**config.mk**
```make
export PLATFORM = sky130hd
export DESIGN_NAME = iord_seq
export DESIGN_NICKNAME = d
export VERILOG_FILES = /design/src/rtl/iord_seq.sv
export SDC_FILE = /design/constraint.sdc
export NUM_CORES = 1
export LEC_CHECK = 0
export BUFFER_PORTS_ARGS = -buffer_cell sky130_fd_sc_hd__buf_2
export CORE_MARGIN = 2
export CORE_UTILIZATION = 45
export CTS_BUF_LIST = sky130_fd_sc_hd__clkbuf_8
export DETAILED_ROUTE_END_ITERATION = 10
export HOLD_SLACK_MARGIN = 0.03
export MAX_ROUTING_LAYER = met4
export PLACE_DENSITY = 0.89
export SKIP_LAST_GASP = 1
export SYNTH_ARGS = -nofsm -noshare
export SYNTH_HDL_FRONTEND = slang
export SYNTH_SLANG_ARGS = --single-unit
export TNS_END_PERCENT = 100
```
**constraint.sdc**
```tcl
create_clock -name clk -period 2.65 [get_ports clk]
set_clock_uncertainty 0.15 [all_clocks]
set_input_delay 0.1325 -clock clk [delete_from_list [all_inputs] [get_ports clk]]
set_output_delay 0.1325 -clock clk [all_outputs]
set_load 0.1 [all_outputs]
```
**src/rtl/iord_seq.sv**
```systemverilog
// Registered memory-address select with a fixed-latency busy/done access sequencer.
// Optional misaligned-word rejection is enabled by defining IORD_ALIGN_CHECK_EN.
module iord_seq #(
    parameter int WIDTH       = 32,
    parameter int WAIT_CYCLES = 2,
    parameter int VEC_D       = 253,
    parameter int VEC_E       = 254,
    parameter int VEC_F       = 255
) (
    input  logic             clk,
    input  logic             reset,
    input  logic [2:0]       iordmux,
    input  logic [WIDTH-1:0] pcOut,
    input  logic [WIDTH-1:0] aluResult,
    input  logic [WIDTH-1:0] aluOutOut,
    input  logic             req,
    input  logic             word_access,
    output logic [WIDTH-1:0] iordOut,
    output logic             busy,
    output logic             done,
    output logic             sel_err,
    output logic             align_err
);

    typedef enum logic [1:0] {
        IDLE = 2'd0,
        WAIT = 2'd1,
        DONE = 2'd2
    } state_t;

    localparam logic [15:0]      CNT_INIT = 16'(WAIT_CYCLES);
    localparam logic [WIDTH-1:0] ADDR_D   = WIDTH'(VEC_D);
    localparam logic [WIDTH-1:0] ADDR_E   = WIDTH'(VEC_E);
    localparam logic [WIDTH-1:0] ADDR_F   = WIDTH'(VEC_F);

    state_t           state, state_n;
    logic [15:0]      cnt, cnt_n;
    logic [WIDTH-1:0] addr_q, addr_n;
    logic             sel_err_q, sel_err_n;
    logic             align_err_q, align_err_n;
    logic [WIDTH-1:0] addr_sel;
    logic             sel_ok;
    logic             align_fault;

    always_comb begin
        addr_sel = '0;
        sel_ok   = 1'b1;
        case (iordmux)
            3'b000:  addr_sel = pcOut;
            3'b001:  addr_sel = aluResult;
            3'b010:  addr_sel = aluOutOut;
            3'b011:  addr_sel = ADDR_D;
            3'b100:  addr_sel = ADDR_E;
            3'b101:  addr_sel = ADDR_F;
            default: sel_ok   = 1'b0;
        endcase
    end

`ifdef IORD_ALIGN_CHECK_EN
    function automatic logic misaligned(input logic [WIDTH-1:0] a);
        return a[1:0] != 2'b00;
    endfunction

    assign align_fault = word_access && misaligned(addr_sel);
`else
    logic unused_word_access;
    assign unused_word_access = word_access;
    assign align_fault        = 1'b0;
`endif

    // Illegal select is checked before alignment so sel_err wins when both apply.
    always_comb begin
        state_n     = state;
        cnt_n       = cnt;
        addr_n      = addr_q;
        sel_err_n   = 1'b0;
        align_err_n = 1'b0;
        case (state)
            IDLE, DONE: begin
                state_n = IDLE;
                if (req) begin
                    if (!sel_ok) begin
                        sel_err_n = 1'b1;
                    end else if (align_fault) begin
                        align_err_n = 1'b1;
                    end else begin
                        addr_n  = addr_sel;
                        cnt_n   = CNT_INIT;
                        state_n = WAIT;
                    end
                end
            end
            WAIT: begin
                if (cnt == 16'd1) begin
                    state_n = DONE;
                end else begin
                    cnt_n = cnt - 16'd1;
                end
            end
            default: state_n = IDLE;
        endcase
    end

    always_ff @(posedge clk) begin
        if (reset) begin
            state       <= IDLE;
            cnt         <= '0;
            addr_q      <= '0;
            sel_err_q   <= 1'b0;
            align_err_q <= 1'b0;
        end else begin
            state       <= state_n;
            cnt         <= cnt_n;
            addr_q      <= addr_n;
            sel_err_q   <= sel_err_n;
            align_err_q <= align_err_n;
        end
    end

    assign iordOut   = addr_q;
    assign busy      = (state == WAIT);
    assign done      = (state == DONE);
    assign sel_err   = sel_err_q;
    assign align_err = align_err_q;

endmodule

```
# Word level (Yosys, flattened, before mapping)
# Cells that the tools add are included.
# W data, S select, Z words.
# word_totals
input_bits	103
out_inout_bits	36
reg_bits	51
# op_classes
reduce_logical	8
add_sub_neg	1
n_bitwise	2
eq_ne	12
muxes	11
# op_table
op	count
$pmux W32 S6	1
$mux W16	3
$pmux W16 S2	1
$eq A16 B1 Y1 const B	1
$sub A16 B1 Y16 const B	1
$eq A3 B2 Y1 const B	2
$eq A3 B3 Y1 const B	2
$ne A2 B2 Y1 const B	3
$reduce_or A6 Y1	1
$mux W1	4
$pmux W2 S2	1
$reduce_and A4 Y1	1
$eq A3 B1 Y1 const B	1
$logic_not A3 Y1	1
$reduce_and A3 Y1	1
$reduce_or A3 Y1	1
$eq A2 B1 Y1 const B	1
$eq A2 B2 Y1 const B	1
$logic_not A2 Y1	1
$mux W2	1
$ne A2 B1 Y1 const B	1
$not A1 Y1	2
$reduce_bool A2 Y1	1
$reduce_or A2 Y1	1

# Depth between registers and ports, before layout
# depth
depth_word	6
mapped_depth	8

# Least setup slack after synthesis
# No wires, ideal clock.
# synth_timing
kind	register to register
from	register state[1]
to	register cnt[12]
arrival_ps	2268
setup_time_ps	71
path_stages_with_launch	7
slack_ps	161
n_path_buf	0
cell_sequence	dfxtp_1 -> nand2b_1 -> inv_1 -> a21oi_1 -> a211o_1 -> or4b_1 -> a21oi_1
# synth_between
word_cells_on_any_way	10
cone_classes	eq/ne (5); mux (1); reduce/logical (4)
# synth_lines
element	line	source
from (decl)	36	state_t state, state_n;
from (signal assigned)	112	state <= state_n;
$eq A2 B1 Y1 *	--	
net busy	19	output logic busy,
$ne A2 B2 Y1 (no line) / $reduce_bool A2 Y1 (equally long branches)	--	
$reduce_and A4 Y1 (no line)	--	
to (signal assigned)	113	cnt <= cnt_n;
to (decl)	37	logic [15:0] cnt, cnt_n;
# Mark *: on every way through the listed nets, which the timed path passes. The rest lies on a longest branch.
# A chain may end at the register's enable or synchronous reset.

# Worst setup path in the final report
# layout_timing
from	register cnt[11]
to	register cnt[1]
# layout_between
elab_chain_len	3
# layout_rtl
element	line	source
$eq A16 B1 Y1	94	if (cnt == 16'd1) begin
$ne A2 B2 Y1 (no line)	--	
$reduce_and A4 Y1 (no line)	--	
# Every way passes these cells.

==> results.json <==
{
  "synth-compound-area-share_pct": 21.48,
  "cts_made_buffers": 5,
  "grt_overflow": 0,
  "synth-simple-area-share_pct": 21.29,
  "highest_layer": "met4",
  "drive_above_1_share_pct": 34.85,
  "fin_util_pct": 61.62,
  "p_switching_w": 0.0007702,
  "critPathMaxFanout": 7,
  "yosysTopAreaCell": "dfxtp_1",
  "drt_first_pass_iters": 5,
  "final_cell_mix": "buf_2, dfxtp_1, nor2_1, nand2_1, o21ai_0",
  "fp-row-count": 28,
  "dieArea_mm2": 0.006559,
  "dr_total_vias": 2981,
  "root_buffer": "clkbuf_8",
  "netlist_area_mm2": 0.002668,
  "antenna_found_initial": 0,
  "fmax_mhz": 445.7,
  "p_sw_share_pct": 38.27,
  "place_area_mm2": 0.003381,
  "tightestPinTransition_ns": 0.5993,
  "crit_path_end_kind": "flop",
  "drt-initial-drc-count": 191,
  "reg2reg_depth": 5,
  "path_clk_slew_ns": 0.09,
  "finalMaxSlewViolations": 0,
  "design_area_mm2": 0.003583,
  "synth_ff_type": "dfxtp_1",
  "p_seq_share_pct": 43.1,
  "yosys-top-cells-area": "dfxtp_1, mux2i_1, a22oi_1",
  "rsz0062_at_grt": "false",
  "die_h_um": 80.99,
  "drtAntennaViolNets": 0,
  "cts_max_level": 2,
  "outcome": "finished, final reports clean",
  "synth_mux_area_share_pct": 11.54,
  "avgSynthCellArea_um2": 8.158,
  "post-route-min-period_ns": 2.244,
  "cts_sinks": 51,
  "slew_headroom_pct": 60.04,
  "critPathKind": "reg2reg",
  "yosys.area.top_type_share_pct": 38.27,
  "min_delay_path_depth": 5,
  "io_pins": 139,
  "critPathArrivalTime_ns": 2.28,
  "async_flop_share_pct": 0,
  "internal_power_w": 0.001242,
  "start_kind": "flop",
  "power_density_mw_per_mm2": 561.6,
  "p_clk_share_pct": 21.8,
  "final_common_cell": "buf_2",
  "leakage_nw": 1.681,
  "peakVddDrop_mv": 0.3735,
  "synth_seq_cells": 51,
  "syn_nets": 432,
  "drt-wirelength-per-cell_um": 14.97,
  "tns_ns": 0,
  "period_share_pct": 84.66,
  "fp.dieW_um": 80.99,
  "grt_pass1_wl_um": 12870,
  "cts_tree": "built",
  "critPathLaunch": "cnt[11]$_SDFFE_PP0P_",
  "drt-total-wl_um": 8038,
  "cts_setup_buffers": 0,
  "synth-xor-area-share_pct": 1.970,
  "grt_max_degree": 38,
  "clk_path_buf_depth": 2,
  "crit_required_ns": 2.69,
  "ff2ff_setup_slack_ns": 0.41,
  "crit_path_end": "cnt[1]$_SDFFE_PP0P_",
  "synth_warnings": 0,
  "syn_inst": 327,
  "coreArea_mm2": 0.005816,
  "drc": 0,
  "dp_hpwl_um": 5503,
  "synth_edf_count": 0,
  "ys_types": 42,
  "grt_pass1_vias": 2859,
  "dr_wl_met3_um": 600,
  "cap_violations": 0,
  "ys_seq_area_share_pct": 38.27,
  "start_util_pct": 45.87,
  "p_total_w": 0.002013,
  "synth_fa_ha_area_share_pct": 0.9381,
  "finalSetupViolCount": 0,
  "r2r_end": "cnt[1]$_SDFFE_PP0P_",
  "wl_met2_um": 3991,
  "gp_congestion": 0.9172,
  "wirelength_met1_um": 3219,
  "numPortBuffers": 136,
  "r2r_start": "cnt[11]$_SDFFE_PP0P_",
  "hold_path.class": "in2reg",
  "layout.nets": 567,
  "area_delta_synth_final_pct": 34.33,
  "insertion_delay_ns": 0.31,
  "finalHoldViolCount": 0,
  "synth_top_family_by_area": "compound AO/OA/AOI/OAI gates",
  "groute.usage.overall_pct": 25.58,
  "combPwrFrac_pct": 35.1,
  "n_antenna_cell": 0,
  "viasPerCell": 5.551
}
-- state kept, by name (all words and copies together), names as in the netlist --
signal and cells:
state 2, iordOut 32, sel_err 1, cnt 16
-- layer usage --
metal  vias up  track usage [%]
li1       1446                -
met3        26            4.556
met2       154            40.50
met1      1355            31.99
met5         -                -
met4         0            11.36
-- cell usage after synthesis, drive strengths merged (3+ instances only) --
| library cell | count |
|---|---|
| dfxtp | 51 |
| nor2 | 43 |
| nand2 | 31 |
| o21ai | 28 |
| a22oi | 24 |
| mux2i | 24 |
| clkbuf | 18 |
| a21oi | 15 |
| a211oi | 9 |
| nor3 | 8 |
| buf | 7 |
| mux2 | 6 |
| o22ai | 6 |
| or3 | 6 |
| nand2b | 5 |
| or4 | 5 |
| inv | 4 |
| nor2b | 4 |
| xor2 | 4 |
| nand3 | 3 |
| nor4 | 3 |
-- worst min-delay path by stage --
stage | startpoint | to
final | aluResult[26] | iordOut[26]$_SDFFE_PP0P_
after CTS | aluResult[23] | iordOut[23]$_SDFFE_PP0P_
after global placement | iordOut[0]$_SDFFE_PP0P_ | iordOut[0]$_SDFFE_PP0P_
after global routing | aluResult[4] | iordOut[4]$_SDFFE_PP0P_
after floorplan | iordmux[2] | sel_err$_SDFF_PP0_
after detailed placement | aluResult[17] | iordOut[17]$_SDFFE_PP0P_
-- timing repair --
item,CTS,global route
resized for setup,0,0
hold buffers,12,0
hold endpoints to repair,12,0
-- cell type report --
| class | instances | area (um2) |
|---|---|---|
| Clock buffer | 5 | 68.82 |
| Clock inverter | 2 | 13.76 |
| Fill cell | 505 | 2232 |
| Inverter | 4 | 15.01 |
| Multi-Input combinational cell | 247 | 1533 |
| Sequential cell | 51 | 1021 |
| Tap cell | 75 | 93.84 |
| Timing Repair Buffer | 153 | 838.3 |
-- critical path, cell delays in order (launching register included) --
cell and delay (ns):
dfxtp_1 0.38, or4_1 0.61, or4_1 0.63, nand2_1 0.15
and3_1 0.16, a311oi_1 0.05
-- kinds of logic after synthesis --
kind of cell             count (synthesis)
AND/OR/NAND/NOR                        118
AO/OA/AOI/OAI                           90
flip-flops                              51
multiplexers                            30
buffers and inverters                   29
XOR/XNOR                                 6
adder cells (fa/ha/maj)                  2
other                                    1
-- power groups by stage --
stage	clock [W]	combinational, W	sequential (W)
floorplan	0	0.000332	0.00106
global placement	0	0.000665	0.000879
detailed placement	0	0.000683	0.000883
CTS	0.000439	0.000701	0.000866
global route	0.000475	0.000765	0.000874
finish	0.000438	0.000707	0.000867
-- per-stage QoR --
stage | worst slack (ns) | std cells | hold slack (ns)
2_1_floorplan | 0.1610 | 327 | 0.1461
3_3_place_gp | 0.4564 | 518 | 0.3178
3_5_place_dp | 0.4304 | 518 | 0.3334
4_1_cts | 0.4159 | 537 | 0.03601
5_1_grt | 0.2635 | 537 | 0.05936
6_report | 0.4064 | 537 | 0.03255
No activity file was read; power rests on OpenSTA's default activity.
